[src/rtl/ln_invsqrt_sched.sv]
// Round-robin scheduler sharing one fixed-latency inverse-sqrt unit among four
// layer-norm requesters; each requester holds at most one operation in flight.
module ln_invsqrt_sched #(
   parameter int unsigned LAT = 1
) (
   input  logic        clk,
   input  logic        rst_n,
   input  logic [3:0]  req_valid,
   output logic [3:0]  req_ready,
   input  logic [63:0] req_var,
   input  logic [63:0] req_mean,
   output logic        unit_valid,
   output logic [15:0] unit_var,
   output logic [15:0] unit_mean,
   input  logic        unit_res_valid,
   input  logic [15:0] unit_inv_sigma,
   input  logic [15:0] unit_res_mean,
   output logic [3:0]  rsp_valid,
   input  logic [3:0]  rsp_ready,
   output logic [63:0] rsp_inv_sigma,
   output logic [63:0] rsp_mean,
   output logic [2:0]  inflight,
   output logic        err
);

   logic [3:0]        pend;
   logic [3:0]        elig;
   logic [3:0]        grant;
   logic [1:0]        ptr;
   logic [1:0]        gnt_id;
   logic [1:0]        idx;
   logic              gnt_any;
   logic [LAT:0]      tag_v;
   logic [LAT:0][1:0] tag_id;
   logic [1:0]        al_id;
   logic              hit;
   logic              miss;
   logic              orphan;
   logic [3:0]        rsp_hs;
   logic [3:0]        miss_clr;

   // Eligibility uses the registered pend, so a slot freed this cycle is re-granted next cycle.
   assign elig = req_valid & ~pend;

   always_comb begin
      gnt_any = 1'b0;
      gnt_id  = '0;
      idx     = '0;
      for (int unsigned k = 1; k <= 4; k++) begin
         idx = ptr + 2'(k);
         if (!gnt_any && elig[idx]) begin
            gnt_any = 1'b1;
            gnt_id  = idx;
         end
      end
      if (!rst_n) gnt_any = 1'b0;
   end

   assign grant     = gnt_any ? (4'b0001 << gnt_id) : '0;
   assign req_ready = grant;

   // Stage 0 of the tag pipe coincides with unit_valid; stage LAT meets the result.
   assign al_id    = tag_id[LAT];
   assign hit      = tag_v[LAT] & unit_res_valid;
   assign miss     = tag_v[LAT] & ~unit_res_valid;
   assign orphan   = unit_res_valid & ~tag_v[LAT];
   assign rsp_hs   = rsp_valid & rsp_ready;
   assign miss_clr = miss ? (4'b0001 << al_id) : '0;

   always_ff @(posedge clk or negedge rst_n) begin
      if (!rst_n) begin
         pend <= '0;
         ptr  <= 2'd3;
      end else begin
         pend <= (pend & ~rsp_hs & ~miss_clr) | grant;
         if (gnt_any) ptr <= gnt_id;
      end
   end

   always_ff @(posedge clk or negedge rst_n) begin
      if (!rst_n) begin
         unit_valid <= 1'b0;
         unit_var   <= '0;
         unit_mean  <= '0;
      end else begin
         unit_valid <= gnt_any;
         if (gnt_any) begin
            unit_var  <= req_var[{gnt_id, 4'b0000} +: 16];
            unit_mean <= req_mean[{gnt_id, 4'b0000} +: 16];
         end
      end
   end

   always_ff @(posedge clk or negedge rst_n) begin
      if (!rst_n) begin
         tag_v  <= '0;
         tag_id <= '0;
      end else begin
         tag_v[0]  <= gnt_any;
         tag_id[0] <= gnt_id;
         for (int unsigned k = 1; k <= LAT; k++) begin
            tag_v[k]  <= tag_v[k-1];
            tag_id[k] <= tag_id[k-1];
         end
      end
   end

   always_ff @(posedge clk or negedge rst_n) begin
      if (!rst_n) begin
         rsp_valid     <= '0;
         rsp_inv_sigma <= '0;
         rsp_mean      <= '0;
         err           <= 1'b0;
      end else begin
         err <= miss | orphan;
         for (int unsigned i = 0; i < 4; i++) begin
            if (rsp_hs[i]) rsp_valid[i] <= 1'b0;
            if (hit && (al_id == 2'(i))) begin
               rsp_valid[i]              <= 1'b1;
               rsp_inv_sigma[16*i +: 16] <= unit_inv_sigma;
               rsp_mean[16*i +: 16]      <= unit_res_mean;
            end
         end
      end
   end

   always_comb begin
      inflight = '0;
      for (int unsigned i = 0; i < 4; i++) inflight = inflight + 3'(pend[i]);
   end

endmodule

[config.mk]
export PLATFORM = sky130hd
export DESIGN_NAME = ln_invsqrt_sched
export DESIGN_NICKNAME = d
export VERILOG_FILES = /design/src/rtl/ln_invsqrt_sched.sv
export SDC_FILE = /design/constraint.sdc
export NUM_CORES = 1
export LEC_CHECK = 0
export BUFFER_PORTS_ARGS = -buffer_cell sky130_fd_sc_hd__buf_2
export CAP_MARGIN = 25
export CORE_UTILIZATION = 45
export DETAILED_ROUTE_END_ITERATION = 6
export PLACE_DENSITY = 0.74
export SYNTH_ARGS = -nofsm -noshare
export SYNTH_HDL_FRONTEND = slang
export SYNTH_SLANG_ARGS = --single-unit
export TNS_END_PERCENT = 1
[constraint.sdc]
create_clock -name clk -period 3.1 [get_ports clk]
set_input_delay 0.465 -clock clk [delete_from_list [all_inputs] [get_ports clk]]
set_output_delay 0.465 -clock clk [all_outputs]
set_load 0.01 [all_outputs]
==> impl_metrics.tcl, run 1 <==
set metrics [dict create \
    status "finished clean" \
    critPathTopFamily "simple AND/OR/NAND/NOR gates" \
    crit_buf_inv 1 \
    drc 0 \
    path_class "flop to output port" \
    gr-usage-all-layers_pct 24.1 \
    ff2ff_path_depth 6 \
    cap_violations 0 \
    synth_nets 712 \
    gp_congestion 0.852 \
    end_kind "output port" \
    yosysTopAreaCellShare_pct 55.9 \
    synth_common_cells "175 x dfrtp_1, 128 x mux2_2, 64 x mux2i_1" \
    clk_latency_ps 420 \
    cts.clk_slew.worst_paths_ps 70 \
    ys_ff_latch 177 \
    placementRows 47 \
    grt_pass1_wl_um 33300 \
    switching_power_mw 4.19 \
    syn2layout_area_growth_pct 32.8 \
    rsz0062_at_grt "no" \
    num-fill-cells 1367 \
    drtIter0Drc 236 \
    relSlewSlack_pct 30.0 \
    synth.most_common_cell "dfrtp_1" \
    power.leakage_nw 5.28 \
    yosys.area.top_type "dfrtp_1" \
    crit_chain "nor2b_4, o221ai_1, and3_1, nor3_1, buf_2" \
    synth_edf_count 0 \
    p_int_mw 7.20 \
    swShare_pct 36.8 \
    wirelength_um 21400 \
    ant_nets 0 \
    clockPowerShare_pct 19.7 \
    antenna-diode-count 0 \
    period_minus_slack_ps 2650 \
    num_io_pins 344 \
    synth_area_per_cell_um2 14.6 \
    vias 5748 \
    cts_tree "yes" \
    nNetsFinal 1054 \
    cts.sinks 177 \
    viasPerCell 5.17 \
    core_um2 16800 \
    synth_area_um2 7830 \
    htreeDepth 4 \
    fin_area_um2 10400 \
    max_slew.worst_pin.slew_ps 1050 \
    ctsResizeCount 0 \
    cts_buffers 17 \
    dpl_cell_area_um2 9760 \
    hold_viol 0 \
    fin_skew_ps 9.21 \
    path_max_fanout 6 \
    powerDensity_nw_per_um2 1100 \
    grt_pass1_vias 6037 \
    grt_start_max_net_pins 178 \
    initial_core_util_pct 46.7 \
    wl_per_cell_um 19.2 \
    arrival_ps 2180 \
    power_frac_comb_pct 44.7 \
    hpwl_um 15500 \
    synthesis.instances 536 \
    postSynth.asyncResetShare_pct 100 \
    seq_area_frac_synth_pct 56.6 \
    cp.depth 5 \
    r2r-start "pend[2]" \
    startpoint "pend[2]" \
    hold_buffers 0 \
    ys.flop_type "dfrtp_1" \
    drt-pass1-iter-count 4 \
    dieWidth_um 134 \
    post_cts_buffers 0 \
    synth_warnings 0 \
    worst_ep_required_time_ps 2630 \
    ys_types 46 \
    die_h_um 134 \
    critical-path-slowest-cell "dfrtp_1" \
    period_share_pct 85.3 \
    max_stage_delay_ps 490 \
    drive_above_1_share_pct 63.0 \
    fmax_ghz 0.378 \
    clockBufferDepth 2 \
    p_seq_share_pct 35.6 \
    grt-ovfl-total 0 \
    dieArea_um2 17900 \
    io_buffers 343 \
    peakVddDrop_v 0.000644 \
    synth.area.top_cells "dfrtp_1 56%, mux2_2 18%, mux2i_1 8.2%" \
    hold_path.class "input port to async pin" \
    cts_root_buf "clkbuf_16" \
    crit_path_start_kind "flop" \
    finalSetupViolations 0 \
    slew_violations 0 \
    tns_ps 0 \
    antenna_found_initial 0 \
]
worst reg2reg max path, stage by stage, from the launching register on:
cell and delay (ps):
dfrtp_1 490, nor2b_4 230, o32ai_2 130, nor3_4 270, buf_4 530, mux2i_1 220, a221oi_2 300
cell families (layout without fill, tap and decap cells):
logic type / after synthesis / after routing / share of synthesized area (%)
AOI/OAI and AO/OA: 53 / 53 / 8.26
adders and majority gates: 5 / 5 / 0.895
buffers and inverters: 46 / 401 / 3.28
DFF: 177 / 177 / 56.6
muxes: 192 / 192 / 26.6
and+or+nand+nor: 63 / 63 / 4.35
metrics by stage:
| step | hold WS (ps) | util (%) | power (mW) | setup slack [ps] | instances |
|---|---|---|---|---|---|
| detailed placement | 338 | 58.2 | 9.23 | 770 | 1078 |
| floorplan | 169 | - | 7.37 | 1090 | 536 |
| global route | 242 | 62.0 | 12.1 | 364 | 1111 |
| finish | 149 | 62.0 | 11.4 | 455 | 1111 |
| CTS | 227 | 61.9 | 11.5 | 427 | 1110 |
| global placement | 333 | 58.2 | 9.09 | 851 | 1078 |
state kept, by name, indices dropped and copies added (netlist names):
register / cells
ptr: 2
tag_id: 2
rsp_inv_sigma: 64
rsp_valid: 4
pend: 4
unit_var: 16
rsp_mean: 64
tag_v: 2
err: 1
al_id: 2
unit_mean: 16
path summary, 6_finish.rpt:
kind	end	slack, ps
hold reg to reg	al_id[0]	360
setup / recovery	req_ready[2]	450
hold / removal	rsp_valid[1]	150
max in group asynchronous	rsp_mean[44]	2080
setup reg to reg	unit_mean[2]	840
min in group clk	rsp_valid[1]	250
per-layer routing:
layer  part of all wire (%)  GRT usage [%]
met1                     41           29.9
met2                     50           40.5
met3                    7.4           7.26
met4                    1.4           7.45
met5                      0              0
placed cells by master, fill, tap and decap left out, drive strengths merged, types with 3 or more instances in the layout:
| cell type | count |
|---|---|
| nor2 | 34 |
| a221oi | 33 |
| mux2 | 128 |
| nand3b | 3 |
| ha | 4 |
| nor3 | 5 |
| clkbuf | 20 |
| inv | 22 |
| dfrtp | 175 |
| nand2 | 6 |
| mux2i | 64 |
| bufinv | 3 |
| a31o | 3 |
| o21ai | 4 |
| nor2b | 3 |
| nand2b | 4 |
| buf | 353 |
power by group through the flow:
stage	Combinational, mW	Clock, mW	Sequential (mW)
after floorplan	2.83	0	4.54
after global placement	5.05	0	4.04
after detailed placement	5.15	0	4.08
after CTS	5.16	2.30	4.06
after global routing	5.47	2.39	4.20
final	5.09	2.24	4.06
final cells by class:
class                   count  area [µm²]  area share [%]
flip-flops and latches    177        4430            42.6
multi-input cells         313        3170            30.5
repair buffers            353        1840            17.7
clock buffers              20         447            4.30
well taps                 220         275            2.65
clock inverters            12         169            1.63
inverters                  16        60.1           0.578
Power figures use the tool's default switching activity.
==> run 2: changes to the inputs <==
Settings changed: ABC_AREA from default to 1, PLACE_DENSITY 0.74 to 0.72.
==> run 2 against run 1 <==
  * Synthesized cell count grew 100%
  * Die area is 10% higher
  * Utilization decreased by 3.1 points
  * Wire length is 21% higher
  * First-iteration DRC count rose by 85%
  * Largest cell class unchanged
==> impl_metrics.tcl, run 2 <==
set metrics [dict create \
    status "finished clean" \
    wl_per_cell_um 15.6 \
    end_kind "output port" \
    ys.flop_type "dfrtp_1" \
    top_regs "rsp_inv_sigma x64, rsp_mean x64" \
    final-seq-area_um2 4430 \
    power_frac_comb_pct 53.6 \
    placementRows 50 \
    clockBufferDepth 2 \
    ff2ff_path_depth 13 \
    arrival_ps 2450 \
    powerDensity_nw_per_um2 1220 \
    drive_above_1_share_pct 30.2 \
    tns_ps 0 \
    yosysTopAreaCellShare_pct 50.7 \
    cts_buffers 17 \
    power.leakage_nw 6.57 \
    htreeDepth 4 \
    slew_violations 0 \
    io_buffers 343 \
    nNetsFinal 1579 \
    post_cts_buffers 0 \
    postSynth.asyncResetShare_pct 100 \
    grt_pass1_wl_um 40100 \
    p_int_mw 7.20 \
    multiInputGateArea_um2 3170 \
    fin_area_um2 11100 \
    initial_core_util_pct 46.0 \
    cts.sinks 177 \
    seq_area_frac_synth_pct 51.3 \
    num-fill-cells 1755 \
    hold_path.class "input port to flop" \
    p_seq_share_pct 30.2 \
    synth.area.top_cells "dfrtp_1 51%, nand2_1 15%, o21ai_0 7.8%" \
    reg2reg_to "unit_var[11]" \
    ys_types 30 \
    period_share_pct 94.0 \
    syn2layout_area_growth_pct 28.0 \
    synth_warnings 0 \
    clk_latency_ps 430 \
    core_um2 18800 \
    swShare_pct 46.4 \
    hold_viol 0 \
    startpoint "ptr[0]" \
    drtIter0Drc 437 \
    die_h_um 141 \
    synth.most_common_cell "nand2_1" \
    grt_start_max_net_pins 66 \
    peakVddDrop_v 0.000647 \
    drc 0 \
    ant_nets 0 \
    dpl_cell_area_um2 10400 \
    finalSetupViolations 0 \
    synth_area_um2 8630 \
    dieArea_um2 19700 \
    ys_ff_latch 177 \
    wirelength_um 25800 \
    synth_area_per_cell_um2 7.91 \
    max_slew.worst_pin.slew_ps 765 \
    synth_common_cells "344 x nand2_1, 175 x dfrtp_1, 175 x inv_1" \
    fin_util_pct 58.9 \
    synthesis.instances 1091 \
    finalPower_mw 13.4 \
    crit_end "req_ready[0]" \
    cap_violations 0 \
    hpwl_um 18300 \
    rsz0062_at_grt "no" \
    final_cell_mix "342 x nand2_1, 342 x buf_2, 175 x inv_1, 175 x dfrtp_1, 135 x o21ai_0" \
    switching_power_mw 6.24 \
    path_max_fanout 11 \
    grt-ovfl-total 0 \
    rrSetupSlack_ps 560 \
    path_class "flop to output port" \
    whs_path_depth 2 \
    worst_ep_required_time_ps 2630 \
    gp_congestion 0.852 \
    viasPerCell 5.05 \
    drt-pass1-iter-count 5 \
    r2r-start "ptr[0]" \
    fmax_ghz 0.343 \
    num_io_pins 344 \
    synth_nets 1267 \
    period_minus_slack_ps 2910 \
    relSlewSlack_pct 49.0 \
    gr-usage-all-layers_pct 26.0 \
    clockPowerShare_pct 16.1 \
    cts_root_buf "clkbuf_16" \
    yosys.area.top_type "dfrtp_1" \
    synth_edf_count 0 \
    fin_skew_ps 17.0 \
    antenna_found_initial 4 \
    cts_tree "yes" \
    cts.clk_slew.worst_paths_ps 80 \
    vias 8342 \
    dieWidth_um 141 \
    grt_pass1_vias 7716 \
    hold_ws_ps 247 \
    crit_path_start_kind "flop" \
]
-- run 2: changes by cell type in the layout (fill, tap and decap cells not counted), sizes merged, moves of 32 or more --
cell and change:
nand2 +346, inv +166, o21ai +135, mux2 -128
nand3 +85, nand4 +65, mux2i -64, a221oi -32
-- run 2: cells by family after synthesis --
logic type                 share of synthesized area (%)
xor gates and xnor gates                           0.101
and+or+nand+nor                                     26.6
DFF                                                 51.3
buffers and inverters                               12.5
adders and majority gates                          0.812
AOI/OAI and AO/OA                                   8.64
-- run 2: per-stage QoR --
step	cells	worst slack, ps
after floorplan	1091	730
after global placement	1616	650
after detailed placement	1616	595
after CTS	1649	123
after global routing	1652	20.7
final	1652	186
-- run 2: cell type report --
class	count	area share [%]
antenna	2	0.0453
clock buffer	18	3.97
clock inverter	14	1.42
inverter	180	6.11
multi-input combinational	665	28.7
sequential	177	40.1
tap	234	2.65
timing repair buffer	362	17.0
-- run 2: worst min path at each step --
stage                         endpoint         start  slack [ps]
after detailed placement      al_id[0]     tag_id[0]         340
after CTS                 rsp_valid[2]  rsp_ready[2]         240
final                     rsp_valid[2]  rsp_ready[2]         250
after floorplan               al_id[0]         rst_n         170
after global placement        al_id[1]     tag_id[1]         330
after global routing      rsp_valid[3]  rsp_ready[3]         230
-- run 2: what timing repair did --
item,4_1_cts,5_1_grt
gates resized for setup,0,1
endpoints found under the setup margin,0,2
hold buffers,1,0
hold endpoints to repair,37,0
-- run 2: routing by layer --
metal / part of all wire (%) / routed length (µm) / vias to the layer above / global-route usage (%)
met4: 2.4 / 612 / 4 / 10.9
met3: 7.3 / 1880 / 42 / 5.68
met1: 42 / 10900 / 3859 / 33.2
li1: - / - / 4067 / -
met5: 0.085 / 22 / - / 0
met2: 48 / 12500 / 370 / 42.9
-- run 2: power by group through the flow --
stage / logic (mW) / registers (mW) / clock network [mW]
floorplan: 4.58 / 4.51 / 0
global placement: 7.02 / 4.05 / 0
detailed placement: 7.14 / 4.08 / 0
CTS: 7.17 / 4.06 / 2.20
global route: 8.08 / 4.17 / 2.30
finish: 7.21 / 4.07 / 2.17
-- run 2: critical path: stages, from the launching register on --
cell	delay, ps
dfstp_2	630
inv_2	150
nand2_1	100
nand2_2	100
o21ai_4	220
inv_2	80
nor2_2	140
nand3_2	170
nand3_4	200
nor2_1	90
buf_2	140
==> run 3: changes to the inputs <==
Settings changed: ABC_AREA 1 to 0, PLACE_DENSITY 0.72 to 0.74, SETUP_SLACK_MARGIN from default to 0.1.
Clock period 3.1 ns to 3.09 ns, I/O delays scaled along.
==> run 3 against run 2 <==
  * Register-to-register slack gained 330 ps
  * Design area shrank 6.4%
  * Worst hold slack worse by 72 ps
==> impl_metrics.tcl, run 3 (synthesis gave the netlist of run 1 again) <==
set metrics [dict create \
    p_int_mw 7.05 \
    drt-pass1-iter-count 5 \
    multiInputGateArea_um2 3170 \
    clockPowerShare_pct 19.0 \
    post_cts_buffers 0 \
    antenna_found_initial 1 \
    drtIter0Drc 183 \
    ant_nets 0 \
    setup_ws_ps 510 \
    syn2layout_area_growth_pct 32.2 \
    num-fill-cells 1352 \
    initial_core_util_pct 46.7 \
    relSlewSlack_pct 29.4 \
    worst_ep_required_time_ps 2630 \
    path_max_fanout 6 \
    arrival_ps 2120 \
    final_cell_mix "342 x buf_2, 175 x dfrtp_1, 128 x mux2_2" \
    grt_start_max_net_pins 178 \
    io_buffers 343 \
    finalSetupViolations 0 \
    switching_power_mw 4.25 \
    drc 0 \
    tns_ps 0 \
    fin_util_pct 61.8 \
    slew_violations 0 \
    layout.cells.non_filler 1111 \
    vias 5706 \
    hold_path.class "input port to async pin" \
    placementRows 47 \
    p_seq_share_pct 35.9 \
    gr-usage-all-layers_pct 23.9 \
    nNetsFinal 1053 \
    grt_pass1_wl_um 32500 \
    end_kind "output port" \
    grt-ovfl-total 0 \
    ctsResizeCount 0 \
    max_slew.worst_pin.slew_ps 1060 \
    cts_tree "yes" \
    dieWidth_um 134 \
    power_frac_comb_pct 45.1 \
    hold_buffers 0 \
    cts.sinks 177 \
    wirelength_um 21000 \
    crit_path_start_kind "flop" \
    fin_area_um2 10300 \
    swShare_pct 37.6 \
    htreeDepth 4 \
    core_um2 16800 \
    grt_pass1_vias 5926 \
    clk_latency_ps 430 \
    rsz0062_at_grt "no" \
    fin_skew_ps 14.5 \
    peakVddDrop_v 0.000582 \
    cap_violations 0 \
    dieArea_um2 17900 \
    cts.clk_slew.worst_paths_ps 80 \
    drive_above_1_share_pct 63.1 \
    period_minus_slack_ps 2580 \
    status "finished clean" \
    hold_viol 0 \
    powerDensity_nw_per_um2 1090 \
    hpwl_um 15500 \
    final-seq-area_um2 4430 \
    cts_root_buf "clkbuf_16" \
    period_share_pct 83.5 \
    power.leakage_nw 5.26 \
    dp_slack_ps 777 \
    cts_buffers 17 \
    fmax_ghz 0.388 \
    clockBufferDepth 2 \
    die_h_um 134 \
    wl_per_cell_um 18.9 \
    layout_commonest_cell "buf_2" \
    top_regs "rsp_inv_sigma x64, rsp_mean x64" \
    num_io_pins 344 \
    viasPerCell 5.14 \
    dp.cells 1078 \
    path_class "flop to output port" \
    gp_congestion 0.807 \
    dpl_cell_area_um2 9760 \
]
==> run 3: critical path, stage by stage, from the launching register on <==
cell     delay (ps)
dfrtp_1         480
nor2b_4         230
o21ai_0         100
a211o_1         320
nor3_1          340
buf_2           220
==> run 3: cell type report <==
class,instances,share of cell area [%]
tap,220,2.66
clock buffer,17,4.11
sequential,177,42.8
antenna,1,0.0242
clock inverter,15,1.60
inverter,16,0.580
timing repair buffer,352,17.5
multi-input combinational,313,30.7
==> run 3: path summary, 6_finish.rpt <==
| path | slack, ps | to | start | cells past startpoint |
|---|---|---|---|---|
| setup / recovery | 510 | req_ready[0] | pend[2] | 5 |
| hold / removal | 180 | unit_var[0] | rst_n | 2 |
| setup reg to reg | 890 | unit_mean[2] | pend[2] | 6 |
| hold reg to reg | 350 | al_id[0] | tag_id[0] | 0 |
| max in group asynchronous | 2050 | rsp_inv_sigma[22] | rst_n | 2 |
| min in group clk | 230 | rsp_valid[3] | rsp_ready[3] | 2 |
==> run 3: stage by stage <==
stage | power, mW | hold slack, ps
after floorplan | 7.39 | 168
after global placement | 9.12 | 334
after detailed placement | 9.25 | 345
after CTS | 11.4 | 214
after global routing | 12.0 | 230
final | 11.3 | 175
==> run 3: layer usage <==
metal  GRT usage (%)  vias to the layer above  part of all wire, %
met4            8.59                        0                  1.7
met3            7.33                       28                  7.4
met2            39.4                      225                   49
li1                -                     2647                    -
met1            29.5                     2806                   42
met5               0                        -                    0
==> run 3: power by group through the flow <==
stage | clock network [mW] | registers, mW | logic, mW
after floorplan | 0 | 4.55 | 2.84
after global placement | 0 | 4.05 | 5.07
after detailed placement | 0 | 4.09 | 5.16
after CTS | 2.20 | 4.06 | 5.16
after global routing | 2.31 | 4.20 | 5.48
final | 2.15 | 4.06 | 5.09
